===== config.mk =====
export PLATFORM = sky130hd
export DESIGN_NAME = addsub_smag_ser
export DESIGN_NICKNAME = d
export VERILOG_FILES = /design/src/rtl/addsub_smag_ser.sv
export SDC_FILE = /design/constraint.sdc
export NUM_CORES = 1
export LEC_CHECK = 0
export CAP_MARGIN = 10
export CELL_PAD_IN_SITES_DETAIL_PLACEMENT = 1
export CELL_PAD_IN_SITES_GLOBAL_PLACEMENT = 1
export CORE_AREA = 2 2 93 95
export DETAILED_ROUTE_END_ITERATION = 6
export DIE_AREA = 0 0 95 97
export PLACE_DENSITY_LB_ADDON = 0.1
export SLEW_MARGIN = 20
export SYNTH_ARGS = -nofsm -noshare
export SYNTH_HDL_FRONTEND = slang
export SYNTH_SLANG_ARGS = --single-unit

===== constraint.sdc =====
create_clock -name clk -period 9 [get_ports clk]
set_clock_uncertainty 0.2 [all_clocks]
set_input_delay 1.8 -clock clk [delete_from_list [all_inputs] [get_ports clk]]
set_output_delay 1.8 -clock clk [all_outputs]
set_load 0.1 [all_outputs]

===== src/rtl/addsub_smag_ser.sv =====
// Digit-serial sign-magnitude adder/subtractor: DIGIT bits per clock, LSB first,
// with a second serial pass that negates the difference when a < b.
module addsub_smag_ser #(
    parameter int WIDTH = 16,
    parameter int DIGIT = 4
) (
    input  logic             clk,
    input  logic             rst_n,
    input  logic             start,
    input  logic             op,
    input  logic             acc,
    input  logic [WIDTH-1:0] a,
    input  logic [WIDTH-1:0] b,
    output logic             ready,
    output logic             done,
    output logic [WIDTH-1:0] result,
    output logic             flag
);
    localparam int N  = WIDTH / DIGIT;
    localparam int CW = (N > 1) ? $clog2(N) : 1;

    localparam logic [1:0] S_IDLE  = 2'd0;
    localparam logic [1:0] S_CALC  = 2'd1;
    localparam logic [1:0] S_FIXUP = 2'd2;
    localparam logic [1:0] S_DONE  = 2'd3;

    logic [1:0]       r_state;
    logic [CW-1:0]    r_cnt;
    logic [WIDTH-1:0] r_opa;
    logic [WIDTH-1:0] r_opb;
    logic [WIDTH-1:0] r_part;
    logic             r_carry;
    logic             r_op;
    logic [WIDTH-1:0] r_result;
    logic             r_flag;

    logic                   w_fix;
    logic [DIGIT-1:0]       w_x;
    logic [DIGIT-1:0]       w_y;
    logic                   w_cin;
    logic [DIGIT:0]         w_sum;
    logic [WIDTH+DIGIT-1:0] w_cat;
    logic [WIDTH-1:0]       w_part_next;
    logic                   w_last;

    // One digit adder serves both passes: CALC adds opA + (b or ~b),
    // FIXUP adds ~partial + 0 with carry-in 1 to negate in place.
    always_comb begin
        w_fix       = (r_state == S_FIXUP);
        w_x         = w_fix ? ~r_part[DIGIT-1:0] : r_opa[DIGIT-1:0];
        w_y         = w_fix ? '0 : (r_op ? r_opb[DIGIT-1:0] : ~r_opb[DIGIT-1:0]);
        w_cin       = (r_cnt == '0) ? (w_fix | ~r_op) : r_carry;
        w_sum       = {1'b0, w_x} + {1'b0, w_y} + {{DIGIT{1'b0}}, w_cin};
        w_cat       = {w_sum[DIGIT-1:0], r_part};
        w_part_next = w_cat[WIDTH+DIGIT-1:DIGIT];
        w_last      = (r_cnt == CW'(N - 1));
    end

    always_ff @(posedge clk or negedge rst_n) begin
        if (!rst_n) begin
            r_state  <= S_IDLE;
            r_cnt    <= '0;
            r_opa    <= '0;
            r_opb    <= '0;
            r_part   <= '0;
            r_carry  <= 1'b0;
            r_op     <= 1'b0;
            r_result <= '0;
            r_flag   <= 1'b0;
        end else begin
            case (r_state)
                S_IDLE: begin
                    if (start) begin
                        r_opa   <= acc ? r_result : a;
                        r_opb   <= b;
                        r_op    <= op;
                        r_carry <= 1'b0;
                        r_cnt   <= '0;
                        r_part  <= '0;
                        r_state <= S_CALC;
                    end
                end
                S_CALC: begin
                    r_part  <= w_part_next;
                    r_opa   <= r_opa >> DIGIT;
                    r_opb   <= r_opb >> DIGIT;
                    r_carry <= w_sum[DIGIT];
                    if (w_last) begin
                        r_cnt <= '0;
                        // Subtract without final carry means a < b: negate before publishing.
                        if (r_op || w_sum[DIGIT]) begin
                            r_result <= w_part_next;
                            r_flag   <= r_op & w_sum[DIGIT];
                            r_state  <= S_DONE;
                        end else begin
                            r_state <= S_FIXUP;
                        end
                    end else begin
                        r_cnt <= r_cnt + 1'b1;
                    end
                end
                S_FIXUP: begin
                    r_part  <= w_part_next;
                    r_carry <= w_sum[DIGIT];
                    if (w_last) begin
                        r_cnt    <= '0;
                        r_result <= w_part_next;
                        r_flag   <= 1'b1;
                        r_state  <= S_DONE;
                    end else begin
                        r_cnt <= r_cnt + 1'b1;
                    end
                end
                default: r_state <= S_IDLE;
            endcase
        end
    end

    assign ready  = (r_state == S_IDLE);
    assign done   = (r_state == S_DONE);
    assign result = r_result;
    assign flag   = r_flag;
endmodule

==> impl_results.md, run 1 <==
- Commonest non-fill, non-tap cell in the layout: dfrtp_1
- Count of cell types in the netlist: 35
- Rows: 33
- Synth Register Bits: 71
- Post-Syn Area: 3581 µm²
- Slew Limit Fails: 0
- Die area: 9215 µm²
- Initial core utilization: 44.02%
- Final ANT Viol Nets: 0
- Period utilisation layout: 49.20%
- Synth Area in Adders: 4.962%
- Diode count: 0
- GR peak layer: met2
- Vias in the first global route: 2800
- First-pass GRT wire length: 13940 µm
- # Post-CTS Setup Buffers: 0
- Clk sinks: 71
- Chip height: 97 µm
- Total gr overflow: 0
- Clock transition at path regs: 0.08 ns
- Syn Area/Cell: 10.23 µm²
- Largest net degree at the start of global routing: 72
- Simple-Gate Fraction of Synth Area: 11.57%
- Maxcap violations: 0
- Latest clock arrival within the worst-skew pair: 0.35 ns
- Status: complete, no violations
- # nets final: 446
- Die X: 95 µm
- Final Hold Viols: 0
- Vias per inst: 5.083
- Final Non-Filler Cells: 506
- # hold bufs at CTS: 0
- Mux share of post-synthesis cell area: 15.09%
- Post-detail-place hpwl: 5957 µm
- CTS tree: done
- Worst setup path class: flop to output pin
- Tightest Pin Transition: 1.070 ns
- CTS-repair resized insts: 0
- Placer Congestion: 0.7855
- HP Class: flop to flop
- Syn. warnings: 0
- Sum of negative setup slack: 0 ns
- Clock Tree Buf Depth: 2
- Area grow syn2layout: 23.03%
- Met3 Track Usage GR: 5.685%
- Setup Viol. Count Final: 0
- Initial DRC count: 78
- # IOs: 56
- Critical path data arrival time: 2.43 ns
- Crit-path max FO: 5
- Met2 GRT Util: 34.10%
- Fmax: 225.8 MHz
- Main combinational cell family by area after synthesis: multiplexers
- Detailed-route via count: 2572
- Post-synthesis sequential area ratio: 49.62%
- Port Buf Inserts: 55
- Clock buffer count from CTS: 9
- Number of detailed-route iterations in the first pass: 4
- Placed insts: 490
- CP Capture Type: output pin
- Startpoint class of the critical path: flop
- Crit path time final: 4.428 ns
- Clk root buf: clkbuf_8
- Syn Nets: 400
- Grt met1 use: 24.76%
- Rel. slew slack: 28.65%
- # DRC: 0
- Final wirelength: 8393 µm
- Most frequent cells in the layout: dfrtp_1, nand2_1, clkdlybuf4s50_1, o21ai_0, mux2i_1
- Worst endpoint required time: 7.00 ns
- Mapped Cells: 350
- H-Tree Depth: 3
- Post-Synth XOR/XNOR Area: 1.468%
- Core region area: 8134 µm²
- WL/cell: 16.59 µm
- Tot GR Track Use: 19.95%
- RSZ-0062 raised after global routing: false
- Post-synthesis compound-gate area fraction: 12.72%
- Initial antenna violation count: 0
- Fraction of layout cells with a size suffix above 1: 11.22%
## cells in the mapped netlist
library cell / n / area, µm²
dfrtp_1: 71 / 1777
nand2_1: 67 / 251.5
o21ai_0: 48 / 240.2
mux2i_1: 33 / 330.3
nor2_1: 19 / 71.32
a21oi_1: 16 / 80.08
inv_1: 13 / 48.80
buf_2: 11 / 55.05
ha_1: 11 / 137.6
mux2_2: 8 / 90.09
mux2_4: 8 / 120.1
clkbuf_1: 7 / 26.28
a22o_1: 4 / 35.03
nand2b_1: 4 / 25.02
xor2_1: 4 / 35.03
buf_4: 3 / 22.52
fa_1: 2 / 40.04
o31ai_1: 2 / 15.01
or2_2: 2 / 12.51
xnor2_1: 2 / 17.52
a211oi_1: 1 / 7.510
a21boi_0: 1 / 7.510
a21o_1: 1 / 7.510
a21oi_4: 1 / 16.27
a31oi_1: 1 / 6.260
buf_6: 1 / 11.26
nand2b_4: 1 / 13.76
nand4b_1: 1 / 8.760
nor2_2: 1 / 6.260
nor3_1: 1 / 5.000
nor3b_1: 1 / 7.510
o211ai_4: 1 / 21.27
o21bai_4: 1 / 18.77
or2_1: 1 / 6.260
or3_1: 1 / 6.260
## worst paths after layout
kind	cells past startpoint	startpoint	endpoint	slack (ns)
max	3	r_state[0]	ready	4.57
min	2	r_opa[13]	r_opa[13]	0.29
max reg2reg	10	r_state[0]	result[7]	5.39
min reg2reg	2	r_opa[13]	r_opa[13]	0.29
max in group asynchronous	2	rst_n	flag	6.57
min in group asynchronous	2	rst_n	result[6]	1.44
## metrics by stage
| stage | cell area [µm²] | hold slack (ns) | setup WS [ns] | util (%) |
|---|---|---|---|---|
| finish | 4405 | 0.2870 | 4.572 | 54.16 |
| CTS | 4403 | 0.2918 | 4.546 | 54.13 |
| floorplan | 3581 | 0.2444 | 5.622 | - |
| detailed placement | 4173 | 0.2743 | 4.942 | 51.30 |
| global placement | 4173 | 0.2603 | 5.000 | 51.30 |
| global route | 4405 | 0.3082 | 4.447 | 54.16 |
## area by class of cell
class,count,area (µm²)
Sequential cell,71,1777
Timing Repair Buffer,57,560.5
Inverter,13,48.80
Clock buffer,10,137.6
Tap cell,105,131.4
Clock inverter,6,92.59
Fill cell,899,3729
Multi-Input combinational cell,244,1658
## cell families after synthesis
family,Yosys count
compound gates,77
simple gates,99
flops,71
buf+inv,35
xor+xnor,6
mux,49
fa+ha+maj,13
## worst max-delay path, cell delays in order, from the launching register on
cell,delay (ns)
dfrtp_1,0.42
inv_1,0.15
ha_1,0.32
clkdlybuf4s50_1,1.19
## sequential cells by signal, indices dropped and copies added, names as in the netlist
register / flops
r_opb: 16
r_opa: 16
flag: 1
r_carry: 1
r_op: 1
r_cnt: 2
r_state: 2
r_part: 16
result: 16
## per-layer routing
metal	vias to the layer above	wire (µm)
met2	55	4196
li1	1267	-
met5	-	0
met4	0	80
met1	1242	3765
met3	8	350
Power of run 1 is left out: the tool's default activity adds up to more than one toggle a clock period on the data nets, which glitch-free logic cannot reach.
==> inputs of run 2 (changes only) <==
--- a/config.mk
+++ b/config.mk
@@ -8,9 +8,9 @@
 export CAP_MARGIN = 10
 export CELL_PAD_IN_SITES_DETAIL_PLACEMENT = 1
 export CELL_PAD_IN_SITES_GLOBAL_PLACEMENT = 1
-export CORE_AREA = 2 2 93 95
+export CORE_AREA = 2 2 101 103
 export DETAILED_ROUTE_END_ITERATION = 6
-export DIE_AREA = 0 0 95 97
+export DIE_AREA = 0 0 103 105
 export PLACE_DENSITY_LB_ADDON = 0.1
 export SLEW_MARGIN = 20
 export SYNTH_ARGS = -nofsm -noshare
==> constraint.sdc (replaced) <==
create_clock -name clk -period 4 [get_ports clk]
set_clock_uncertainty 0.2 [all_clocks]
set_input_delay 0.8 -clock clk [delete_from_list [all_inputs] [get_ports clk]]
set_output_delay 0.8 -clock clk [all_outputs]
set_load 0.1 [all_outputs]
==> impl_results.md, run 2 (synthesized netlist as in run 1, its figures left out) <==
- Final Hold Viols: 0 (unchanged)
- Sum of negative setup slack: 0 ns (unchanged)
- Initial antenna violation count: 0 (unchanged)
- Crit path time final: 3.493 ns
- First-pass GRT wire length: 13850 µm (was 13940 µm)
- Most frequent cells in the layout: dfrtp_1, nand2_1, clkdlybuf4s50_1, o21ai_0, mux2i_1 (unchanged)
- WHS Path Cells: 2 (unchanged)
- Status: complete, no violations (unchanged)
- WL/cell: 15.94 µm (was 16.59 µm)
- Placer Congestion: 0.7570 (was 0.7855)
- Vias in the first global route: 2681 (was 2800)
- CP Capture Type: flop (was output pin)
- CTS-repair resized insts: 0 (unchanged)
- Clk root buf: clkbuf_8 (unchanged)
- CTS tree: done (unchanged)
- Hold path start: r_opb[11] (was r_opa[13])
- Chip height: 105 µm (was 97 µm)
- Port Buf Inserts: 55 (unchanged)
- Tot GR Track Use: 16.86% (was 19.95%)
- Largest net degree at the start of global routing: 72 (unchanged)
- Die X: 103 µm (was 95 µm)
- # nets final: 448 (was 446)
- Area grow syn2layout: 23.31% (was 23.03%)
- R2R Path Start: r_state[0] (unchanged)
- # DRC: 0 (unchanged)
- Vias per inst: 4.851 (was 5.083)
- Final ANT Viol Nets: 0 (unchanged)
- Initial DRC count: 91 (was 78)
- # Post-CTS Setup Buffers: 0 (unchanged)
- Core region area: 9639 µm² (was 8134 µm²)
- Setup Viol. Count Final: 0 (unchanged)
- Rows: 36 (was 33)
- Worst r2r dst: result[4] (was result[7])
- Commonest non-fill, non-tap cell in the layout: dfrtp_1 (unchanged)
- Tightest Pin Transition: 1.020 ns (was 1.070 ns)
- RSZ-0062 raised after global routing: false (unchanged)
- Fraction of layout cells with a size suffix above 1: 12.16% (was 11.22%)
- Clock transition at path regs: 0.08 ns (about the same)
- FF-to-FF path depth: 10 (unchanged)
- Clock buffer count from CTS: 9 (unchanged)
- Crit-path max FO: 16 (was 5)
- Flop2flop setup slack: 0.51 ns (was 5.39 ns)
- Clk sinks: 71 (unchanged)
- Period utilisation layout: 87.33%
- Worst endpoint required time: 4.03 ns (was 7.00 ns)
- Diode count: 0 (unchanged)
- # IOs: 56 (unchanged)
- Critical path data arrival time: 3.52 ns (was 2.43 ns)
- Detailed-route via count: 2600 (was 2572)
- Slew Limit Fails: 0 (unchanged)
- Latest clock arrival within the worst-skew pair: 0.35 ns (about the same)
- H-Tree Depth: 3 (unchanged)
- Startpoint class of the critical path: flop (unchanged)
- Die area: 10820 µm² (was 9215 µm²)
- Number of detailed-route iterations in the first pass: 4 (unchanged)
- Final wirelength: 8545 µm (was 8393 µm)
- Hold endpoint: r_opb[11] (was r_opa[13])
- Total gr overflow: 0 (unchanged)
- Clock Tree Buf Depth: 2 (unchanged)
- Worst setup path class: flop to flop (was flop to output pin)
- Post-detail-place hpwl: 5996 µm (was 5957 µm)
- Fmax: 286.3 MHz
- Initial core utilization: 37.15% (was 44.02%)
- Rel. slew slack: 31.78% (was 28.65%)
- Maxcap violations: 0 (unchanged)
- # hold bufs at CTS: 0 (unchanged)
- HP Class: flop to flop (unchanged)
## run 2: changes by cell type in the layout (fill, tap and decap cells not counted)
cell	delta
clkbuf_8	-1
clkinv_4	+1
buf_4	+4
clkinv_2	+3
clkinvlp_4	-2
clkdlybuf4s50_1	-2
bufinv_16	-1
## run 2: metrics by stage
step | instances | area (µm²) | setup slack (ns) | utilization, % | hold slack, ns
floorplan | 350 | 3581 | 0.8250 | - | 0.2444
global placement | 520 | 4218 | 0.6387 | 43.76 | 0.2603
detailed placement | 520 | 4218 | 0.4850 | 43.76 | 0.2698
CTS | 536 | 4413 | 0.4611 | 45.78 | 0.2883
global route | 536 | 4415 | 0.2738 | 45.81 | 0.3026
finish | 536 | 4415 | 0.5067 | 45.81 | 0.2819
## run 2: worst max-delay path by stage
stage,start,to,cells after the start
after detailed placement,r_state[0],result[2],10
after global placement,r_state[0],result[2],10
after CTS,r_state[0],result[4],10
final,r_state[0],result[4],10
after global routing,r_state[0],result[4],10
after floorplan,r_state[0],result[0],12
## run 2: layout make-up
type / instances / area [µm²]
clock inverters: 7 / 71.32
multi-input cells: 244 / 1658
well taps: 133 / 166.4
repair buffers: 59 / 570.5
fillers: 1100 / 5224
clock buffers: 9 / 123.9
flip-flops and latches: 71 / 1777
inverters: 13 / 48.80
## run 2: critical path, cell delays in order (launching register included)
cell and delay (ns):
dfrtp_1 0.42, inv_1 0.14, ha_1 0.42, mux2i_1 0.17, fa_1 0.46, inv_1 0.09
fa_1 0.20, nand2b_1 0.17, a21oi_4 0.09, o211ai_4 0.60, mux2_2 0.41
## run 2: routing by layer
metal  vias up  global-route usage [%]  wire length [µm]
met5         -                       0                 0
met4         0                   5.921               122
met3        10                   2.809               309
met2        61                   26.44              4004
met1      1258                   23.37              4108
li1       1271                       -                 -
Power of run 2 is left out for the same reason.
